### src/rtl/mpadd_pkg.sv
// Shared types and helpers for the multi-precision limb-serial adder.
// Optional subtract support is enabled by defining MPADD_SUB_EN.
package mpadd_pkg;

  typedef enum logic [1:0] {
    IDLE = 2'd0,
    RUN  = 2'd1,
    DONE = 2'd2
  } mpadd_state_t;

  // Limb index width; at least one bit so K=1 still has a legal register.
  function automatic int idx_w(input int k);
    return (k > 1) ? $clog2(k) : 1;
  endfunction

endpackage

### src/rtl/mpadd_seq_if.sv
// Operand/result handshake bundle for mpadd_seq.
// op_sub exists only when MPADD_SUB_EN is defined.
//
// Handshake: a transfer happens on a rising clk edge where valid && ready are
// both high. The producer holds in_valid and operands stable until accepted;
// the block holds out_valid, sum and cout stable until out_ready is seen.
interface mpadd_seq_if #(
  parameter int W = 8,
  parameter int K = 4
) ();
  import mpadd_pkg::*;

  logic             in_valid;
  logic             in_ready;
  logic [W*K-1:0]   a;
  logic [W*K-1:0]   b;
  logic             cin;
`ifdef MPADD_SUB_EN
  logic             op_sub;
`endif
  logic             out_valid;
  logic             out_ready;
  logic [W*K-1:0]   sum;
  logic             cout;
  logic             busy;
  mpadd_state_t     dbg_state;

`ifdef MPADD_SUB_EN
  modport slave (
    input  in_valid, a, b, cin, op_sub, out_ready,
    output in_ready, out_valid, sum, cout, busy, dbg_state
  );
  modport master (
    output in_valid, a, b, cin, op_sub, out_ready,
    input  in_ready, out_valid, sum, cout, busy, dbg_state
  );
`else
  modport slave (
    input  in_valid, a, b, cin, out_ready,
    output in_ready, out_valid, sum, cout, busy, dbg_state
  );
  modport master (
    output in_valid, a, b, cin, out_ready,
    input  in_ready, out_valid, sum, cout, busy, dbg_state
  );
`endif

endinterface

### src/rtl/mpadd_seq_fa.sv
// N-bit ripple adder with carry in/out; the single shared limb adder.
module fulladderNbit #(
  parameter int N = 8
) (
  input  logic [N-1:0] a_i,
  input  logic [N-1:0] b_i,
  input  logic         c_i,
  output logic [N-1:0] s_o,
  output logic         c_o
);

  // Full N+1-bit result so the carry out is never truncated.
  assign {c_o, s_o} = {1'b0, a_i} + {1'b0, b_i} + {{N{1'b0}}, c_i};

endmodule

### src/rtl/mpadd_seq.sv
// Limb-serial W*K-bit adder: one W-bit limb per cycle through a single adder,
// carry held in a flop between limbs. MPADD_SUB_EN adds A-B support (op_sub).
module mpadd_seq
  import mpadd_pkg::*;
#(
  parameter int W = 8,
  parameter int K = 4
) (
  input  logic        clk,
  input  logic        rst,
  mpadd_seq_if.slave  bus
);

  localparam int IW = idx_w(K);
  localparam logic [IW-1:0] LAST_IDX = IW'(K - 1);

  mpadd_state_t    state_q, state_d;
  logic [IW-1:0]   idx_q, idx_d;
  logic [W*K-1:0]  a_q, a_d;
  logic [W*K-1:0]  b_q, b_d;
  logic [W*K-1:0]  sum_q, sum_d;
  logic            carry_q, carry_d;
  logic            cout_q, cout_d;
`ifdef MPADD_SUB_EN
  logic            sub_q, sub_d;
`endif

  logic [W-1:0]    limb_a;
  logic [W-1:0]    limb_b;
  logic [W-1:0]    limb_s;
  logic            limb_c;

  // Select the current limb; subtraction feeds the inverted B limb.
  always_comb begin
    limb_a = a_q[idx_q*W +: W];
`ifdef MPADD_SUB_EN
    limb_b = b_q[idx_q*W +: W] ^ {W{sub_q}};
`else
    limb_b = b_q[idx_q*W +: W];
`endif
  end

  fulladderNbit #(.N(W)) u_fa (
    .a_i (limb_a),
    .b_i (limb_b),
    .c_i (carry_q),
    .s_o (limb_s),
    .c_o (limb_c)
  );

  // Next-state and datapath register updates for IDLE -> RUN -> DONE.
  always_comb begin
    state_d = state_q;
    idx_d   = idx_q;
    a_d     = a_q;
    b_d     = b_q;
    sum_d   = sum_q;
    carry_d = carry_q;
    cout_d  = cout_q;
`ifdef MPADD_SUB_EN
    sub_d   = sub_q;
`endif
    case (state_q)
      IDLE: begin
        if (bus.in_valid) begin
          a_d    = bus.a;
          b_d    = bus.b;
          idx_d  = '0;
          sum_d  = '0;
          cout_d = 1'b0;
`ifdef MPADD_SUB_EN
          sub_d   = bus.op_sub;
          // Two's complement: A + ~B + 1, so the external carry-in is unused.
          carry_d = bus.op_sub ? 1'b1 : bus.cin;
`else
          carry_d = bus.cin;
`endif
          state_d = RUN;
        end
      end
      RUN: begin
        sum_d[idx_q*W +: W] = limb_s;
        carry_d             = limb_c;
        if (idx_q == LAST_IDX) begin
          cout_d  = limb_c;
          idx_d   = '0;
          state_d = DONE;
        end else begin
          idx_d = idx_q + 1'b1;
        end
      end
      DONE: begin
        if (bus.out_ready) begin
          state_d = IDLE;
        end
      end
      default: state_d = IDLE;
    endcase
  end

  // State and datapath registers; reset abandons any operation in flight.
  always_ff @(posedge clk) begin
    if (rst) begin
      state_q <= IDLE;
      idx_q   <= '0;
      a_q     <= '0;
      b_q     <= '0;
      sum_q   <= '0;
      carry_q <= 1'b0;
      cout_q  <= 1'b0;
`ifdef MPADD_SUB_EN
      sub_q   <= 1'b0;
`endif
    end else begin
      state_q <= state_d;
      idx_q   <= idx_d;
      a_q     <= a_d;
      b_q     <= b_d;
      sum_q   <= sum_d;
      carry_q <= carry_d;
      cout_q  <= cout_d;
`ifdef MPADD_SUB_EN
      sub_q   <= sub_d;
`endif
    end
  end

  // Handshake and status outputs decode straight from the state register.
  always_comb begin
    bus.in_ready  = (state_q == IDLE);
    bus.out_valid = (state_q == DONE);
    bus.busy      = (state_q != IDLE);
    bus.sum       = sum_q;
    bus.cout      = cout_q;
    bus.dbg_state = state_q;
  end

endmodule

### src/flat_wrapper.sv
// flat-port wrapper written by rule: the top's interface ports become plain ports
module mpadd_seq_flat import mpadd_pkg::*;
#(
  parameter int W = 8,
  parameter int K = 4
)
  (clk, rst, bus_in_valid, bus_a, bus_b, bus_cin, bus_out_ready, bus_in_ready, bus_out_valid, bus_sum, bus_cout, bus_busy, bus_dbg_state);
  mpadd_seq_if #(.W(W), .K(K)) bus_i ();
  input  logic clk;
  input  logic rst;
  input wire logic [$bits(bus_i.in_valid)-1:0] bus_in_valid;
  input wire logic [$bits(bus_i.a)-1:0] bus_a;
  input wire logic [$bits(bus_i.b)-1:0] bus_b;
  input wire logic [$bits(bus_i.cin)-1:0] bus_cin;
  input wire logic [$bits(bus_i.out_ready)-1:0] bus_out_ready;
  output wire logic [$bits(bus_i.in_ready)-1:0] bus_in_ready;
  output wire logic [$bits(bus_i.out_valid)-1:0] bus_out_valid;
  output wire logic [$bits(bus_i.sum)-1:0] bus_sum;
  output wire logic [$bits(bus_i.cout)-1:0] bus_cout;
  output wire logic [$bits(bus_i.busy)-1:0] bus_busy;
  output wire logic [$bits(bus_i.dbg_state)-1:0] bus_dbg_state;
  assign bus_i.in_valid = bus_in_valid;
  assign bus_i.a = bus_a;
  assign bus_i.b = bus_b;
  assign bus_i.cin = bus_cin;
  assign bus_i.out_ready = bus_out_ready;
  assign bus_in_ready = bus_i.in_ready;
  assign bus_out_valid = bus_i.out_valid;
  assign bus_sum = bus_i.sum;
  assign bus_cout = bus_i.cout;
  assign bus_busy = bus_i.busy;
  assign bus_dbg_state = bus_i.dbg_state;
  mpadd_seq #(.W(W), .K(K)) u_core (.clk(clk), .rst(rst), .bus(bus_i));
endmodule
### config.mk
export PLATFORM = sky130hd
export DESIGN_NAME = mpadd_seq_flat
export DESIGN_NICKNAME = d
export VERILOG_FILES = /design/src/rtl/mpadd_pkg.sv /design/src/rtl/mpadd_seq_if.sv /design/src/rtl/mpadd_seq_fa.sv /design/src/rtl/mpadd_seq.sv /design/src/flat_wrapper.sv
export SDC_FILE = /design/constraint.sdc
export NUM_CORES = 1
export LEC_CHECK = 0
export ABC_AREA = 1
export BUFFER_PORTS_ARGS = -buffer_cell sky130_fd_sc_hd__buf_2
export CAP_MARGIN = 20
export CORE_MARGIN = 4
export CORE_UTILIZATION = 38
export CTS_BUF_LIST = sky130_fd_sc_hd__clkbuf_4 sky130_fd_sc_hd__clkbuf_8
export DETAILED_ROUTE_END_ITERATION = 10
export GPL_TIMING_DRIVEN = 0
export SYNTH_ARGS = -nofsm -noshare
export SYNTH_HDL_FRONTEND = slang
export SYNTH_SLANG_ARGS = --single-unit
### constraint.sdc
create_clock -name clk -period 6.1 [get_ports clk]
set_clock_uncertainty 0.2 [all_clocks]
set_input_delay 1.22 -clock clk [delete_from_list [all_inputs] [get_ports clk]]
set_output_delay 1.22 -clock clk [all_outputs]
set_load 0.02 [all_outputs]
# Word level (Yosys, flattened, before mapping)
# Index checks and enable logic that the tools add are counted.
word_totals:
  wordCells: 43
  in_bits: 69
  register_bits: 102
op_classes:
  n_reduce_logical: 7
  n_eq_ne: 6
  muxes: 15
  add_sub_neg: 4
  shift: 4
ops:
  columns: ["cell", "count"]
  rows:
  - ["32-bit case mux with 2 select lines", 1]
  - ["32-bit by 6-bit variable part select with 8-bit output", 2]
  - ["5-bit negation with 34-bit output", 1]
  - ["8-bit by 34-bit variable shift with 32-bit output, first input constant", 1]
  - ["8-bit by 34-bit variable part select with 32-bit output", 1]
  - ["32-bit bitwise mux", 1]
  - ["32-bit 2-to-1 mux", 1]
  - ["2-bit 2-to-1 mux", 5]
  - ["8-bit by 8-bit adder with 9-bit output", 1]
  - ["9-bit by 1-bit adder with 9-bit output", 1]
  - ["2-bit case mux with 3 select lines", 1]
  - ["3-bit AND reduction", 2]
  - ["2-bit equality test, second input constant", 2]
  - ["2-bit != test, second input constant", 2]
  - ["1-bit case mux with 2 select lines", 2]
  - ["2-bit case mux with 2 select lines", 1]
  - ["2-bit AND reduction", 2]
  - ["2-bit nonzero test", 2]
  - ["1-bit 2-to-1 mux", 3]
  - ["2-bit by 1-bit adder with 2-bit output, second input constant", 1]
  - ["2-bit by 1-bit equality test with 1-bit output, second input constant", 1]
  - ["2-bit zero test", 1]
  - ["2-bit by 1-bit != test with 1-bit output, second input constant", 1]

# Longest topological paths before layout
logic_depth:
  word_depth: 6
  depth_mapped: 16
  depth_no_buf: 13

# Hierarchy
# From an unflattened synthesis, not the netlist that was laid out.
unflattened:
  hier_cells: 676
  hier_area_um2: 4822.1
modules_own_cells:
  columns: ["mod", "n_inst", "area_each_um2", "cells_per_inst", "seq_area_each_um2"]
  rows:
  - ["mpadd_seq", 1, 4438.0, 617, 2042.0]
  - ["fulladderNbit", 1, 384.1, 59, 0.0]

# Worst setup path before layout
# OpenSTA, ideal clock, no wires.
synth_path:
  path_kind: "flip-flop to flip-flop"
  startpoint: "register u_core.idx_q[0]"
  endpoint: "register u_core.sum_q[25], in the netlist u_core.bus.sum[25]"
  slack_ps: 3476
  t_arrival_ps: 2353
  required_time_ps: 5829
  synth_period_minus_slack_ps: 2624
  n_path_buf: 3
  path_stages_with_launch: 13
  setup_ps: 71
  cell_sequence: "dfxtp_1 > buf_4 > inv_1 > buf_2 > buf_4 > nor2_1 > o22ai_1 > fa_1 > inv_1 > fa_1 > nor3_1 > nand2_1 > a21oi_1"
synth_via:
  elab_chain_cells: 6
  elab_cells_between_ends: 9
synth_lines:
  columns: ["item", "line", "text"]
  rows:
  - ["from (decl)", "mpadd_seq.sv:18", "logic [IW-1:0] idx_q, idx_d;"]
  - ["from (signal assigned)", "mpadd_seq.sv:116", "idx_q <= idx_d;"]
  - ["32-bit by 6-bit variable part select with 8-bit output, on equally long branches", "mpadd_seq.sv:35, mpadd_seq.sv:39", null]
  - ["8-bit by 8-bit adder with 9-bit output", "mpadd_seq_fa.sv:13", "assign {c_o, s_o} = {1'b0, a_i} + {1'b0, b_i} + {{N{1'b0}}, c_i};"]
  - ["9-bit by 1-bit adder with 9-bit output", "mpadd_seq_fa.sv:13", null]
  - ["8-bit by 34-bit variable part select with 32-bit output", "mpadd_seq.sv:82", "sum_d[idx_q*W +: W] = limb_s;"]
  - ["32-bit bitwise mux (*)", "mpadd_seq.sv:82", null]
  - ["32-bit case mux with 2 select lines (*)", "mpadd_seq.sv:63", "case (state_q)"]
  - ["to (signal assigned)", "mpadd_seq.sv:119", "sum_q <= sum_d;"]
  - ["to (decl)", "mpadd_seq.sv:21", "logic [W*K-1:0] sum_q, sum_d;"]
# Every way passes the cells marked *; elsewhere a longest branch is shown, timed or not.
# A chain may end at the register's enable or synchronous reset.

# Worst setup path after layout
layout_path:
  startpoint: "register u_core.idx_q[0]"
  endpoint: "register u_core.sum_q[28], in the netlist u_core.bus.sum[28]"
# Same word-level chain as after synthesis.

==> flow_summary_export.csv <==
group,metric,value,unit
synth,yosysTopAreaCell,"dfxtp_1",
clock_tree,ctsResizeCount,0,
clock_tree,post_cts_buffers,0,
detailed_routing,drt_iter0_drc,299,
critical_path,cp_num_buf_inv,6,
final_layout,fillCellCount,1203,
clock_tree,clkLatencyLatePin,380,ps
sta,worst_pin_slew,716,ps
synth,syn_area_per_cell,7.28,µm²
clock_tree,hold_buffers,0,
synth,netlist_area,0.00459,mm²
final_layout,final_layout_size_suffix_gt1_frac,0.201,
detailed_routing,vias,4499,
critical_path,cp-end-kind,"register",
placed_design,gp_congestion,0.878,
global_route,grt_max_degree,17,
final_layout,multi_input_comb_area,0.00220,mm²
flow_run,cap_viol_max_count,0,
critical_path,path_delay_family,"buffers and inverters",
sta,worst_hold_slack,264,ps
placed_design,io_buffers,106,
clock_tree,clk_path_buf_depth,2,
synth,syn_nets,712,
synth,yosysSeqAreaShare,0.445,
placed_design,post_dp_cell_area,0.00530,mm²
final_layout,final_area,0.00551,mm²
synth,synthTopCellsByArea,"dfxtp_1, nor2_1, o21ai_0",
sta,setup_viol,0,
floorplan,fp.dieH,118,µm
clock_tree,cts_tree,"done",
floorplan,initial_core_util,0.395,
sta,grt_setup_unrepaired,"false",
detailed_routing,viasPerCell,5.03,
synth,synth_cell_types,32,
critical_path,reg2reg_from,"u_core.idx_q[0]",
detailed_routing,drcViolationCount,0,
clock_tree,clk_pin_slew_worst_paths,100,ps
critical_path,cp_slowest_stage_delay,520,ps
final_layout,area_growth,20.1,%
sta,setup_slack,2700,ps
synth,synth_seq_cells,102,
final_layout,final_cells,895,
detailed_routing,wl,13600,µm
sta,slew_headroom,0.523,
critical_path,cp_max_fo,10,
power,ir_worst_vdd,0.130,mV
outcome,status,"finished clean",
sta,tns,0,ps
final_layout,regArea,0.00204,mm²
hold_path,hp-start,"u_core.bus.sum[23]",
floorplan,std_cell_rows,39,
critical_path,cp-startpoint,"u_core.idx_q[0]",
floorplan,core_area,0.0116,mm²
global_route,grt_pass1_vias,4319,
floorplan,die_w,118,µm
critical_path,worstPathRequired,6210,ps
clock_tree,cts_htree_levels,3,
global_route,grt_antenna_before_repair,0,
floorplan,die-area,0.0139,mm²
critical_path,critPathArrivalTime,3510,ps
critical_path,cpMaxStageDelayCell,"xnor2_1",
critical_path,path_cells,"buf_4 > inv_1 > buf_2 > buf_4 > nor2_1 > o22ai_1 > fa_1 > inv_1 > fa_1 > inv_1 > a21oi_1 > xnor2_1 > nand4_1 > a21oi_1",
placed_design,place_inst,879,
detailed_routing,wl_per_cell,15.2,µm
critical_path,cpMostUsedCell,"inv_1",
sta,min_period,3400,ps
critical_path,critPathKind,"reg2reg",
critical_path,critPathLaunchType,"register",
clock_tree,ctsRootBufferMaster,"clkbuf_8",
floorplan,io_pins,107,
global_route,grt_use_total,0.194,
synth,synth.top_cell.area_share,0.445,
final_layout,num-nets-final,829,
sta,period_share,0.558,
synth,synthCells,630,
sta,final_max_slew_viol_count,0,
sta,finalHoldViolCount,0,
placed_design,pre_cts_ws,2700,ps
clock_tree,clock_sinks,102,
power,p_leak,2.48,nW
sta,fmax,0.294,GHz
hold_path,worstHoldPathType,"reg2reg",
global_route,grt_pass1_wl,21500,µm
detailed_routing,first_pass_iters,5,
power,powerDensity,284,mW/mm²
detailed_routing,ant_nets,0,
global_route,overflow,0,
synth,yosys_warnings,0,
placed_design,place.detailed.hpwl,10400,µm
final_layout,n_antenna_cell,0,
clock_tree,cts_buffers,9,
-- routing by layer --
layer | GRT usage | part of all wire | routed length [µm] | up-vias
met5 | 0 | 0 | 0 | -
met1 | 0.240 | 0.44 | 5920 | 2051
met3 | 0.0360 | 0.059 | 802 | 16
li1 | - | - | - | 2303
met4 | 0.0571 | 0.013 | 183 | 0
met2 | 0.342 | 0.49 | 6680 | 129
-- Yosys cell counts --
cell type    n
dfxtp_1    102
nand4_1     10
a211oi_1     1
nand3_2      1
buf_2        3
nor2_4       2
nand2_2      2
buf_4        3
ha_1        11
nand2_4      1
a32oi_1      2
nand3_1     16
fa_1         2
xnor2_1      2
o22ai_1     14
nor2_2       2
a22o_1       1
inv_1       31
a21oi_1     41
nor2_1     164
a21oi_2      2
nor3_4       2
clkbuf_1    23
xor2_1       1
nor3_1       1
o21ai_0     94
a21o_1       1
inv_2        3
clkinv_1     1
nand2_1     82
buf_6        8
buf_1        1
-- per-stage QoR --
stage | total power, mW | util
floorplan | 0.988 | -
global placement | 1.11 | 0.456
detailed placement | 1.12 | 0.456
CTS | 1.57 | 0.475
global route | 1.65 | 0.475
finish | 1.57 | 0.475
-- registers in the layout, indices dropped and copies added, names as in the netlist --
name / flops
u_core.a_q: 32
u_core.b_q: 32
u_core.bus.sum: 32
u_core.bus.dbg_state: 2
u_core.idx_q: 2
u_core.bus.cout: 1
u_core.carry_q: 1
-- placed cells by master, fill, tap and decap left out --
cell type,n
inv_1,31
clkinv_1,1
a211oi_1,1
xor2_1,1
bufinv_16,2
nand2_2,2
nand3_2,1
ha_1,11
a32oi_1,2
nand3_1,16
a21oi_1,41
clkbuf_1,23
buf_6,8
nand2_4,1
a22o_1,1
a21o_1,1
nor2_4,2
nor2_2,2
nor3_4,2
dfxtp_1,102
clkbuf_8,9
clkinv_4,1
buf_2,109
inv_2,3
fa_1,2
a21oi_2,2
clkinv_2,4
buf_1,1
nand2_1,82
buf_4,3
nor3_1,1
nand4_1,10
o22ai_1,14
o21ai_0,94
xnor2_1,2
nor2_1,164
-- worst register-to-register path, stage by stage, from the launching register on --
cell     delay (ps)
dfxtp_1         340
buf_4           190
inv_1            70
buf_2           240
buf_4           250
nor2_1           60
o22ai_1         240
fa_1            240
inv_1            60
fa_1            410
inv_1            90
a21oi_1          80
xnor2_1         520
nand4_1         170
a21oi_1         170
-- cells by family (layout without fill, tap and decap cells) --
kind of cell,after synthesis,in the layout,share of synthesized area
flip-flops,102,102,0.445
AO/OA/AOI/OAI,156,156,0.179
buffers and inverters,73,195,0.0761
AND/OR/NAND/NOR,283,283,0.255
adder cells (fa/ha/maj),13,13,0.0387
XOR/XNOR,3,3,0.00573
-- final cells by class --
cell class	count	area share
Buffer	38	0.0395
Multi-Input combinational cell	455	0.399
Timing Repair Buffer	106	0.0963
Inverter	35	0.0238
Clock buffer	9	0.0225
Sequential cell	102	0.370
Tap cell	143	0.0325
Clock inverter	7	0.0161
-- power breakdown --
group / leakage (nW) / internal (mW) / switching (mW)
Combinational: 1.53 / 0.124 / 0.244
Clock: 0.113 / 0.229 / 0.235
Sequential: 0.838 / 0.710 / 0.0257
Total: 2.48 / 1.06 / 0.504
-- final timing paths --
kind	endpoint	slack, ps	depth (start not counted)
max	u_core.bus.sum[28]	2700	14
min	u_core.bus.sum[23]	260	2
max reg2reg	u_core.bus.sum[28]	2700	14
min reg2reg	u_core.bus.sum[23]	260	2
Power figures use the tool's default switching activity.
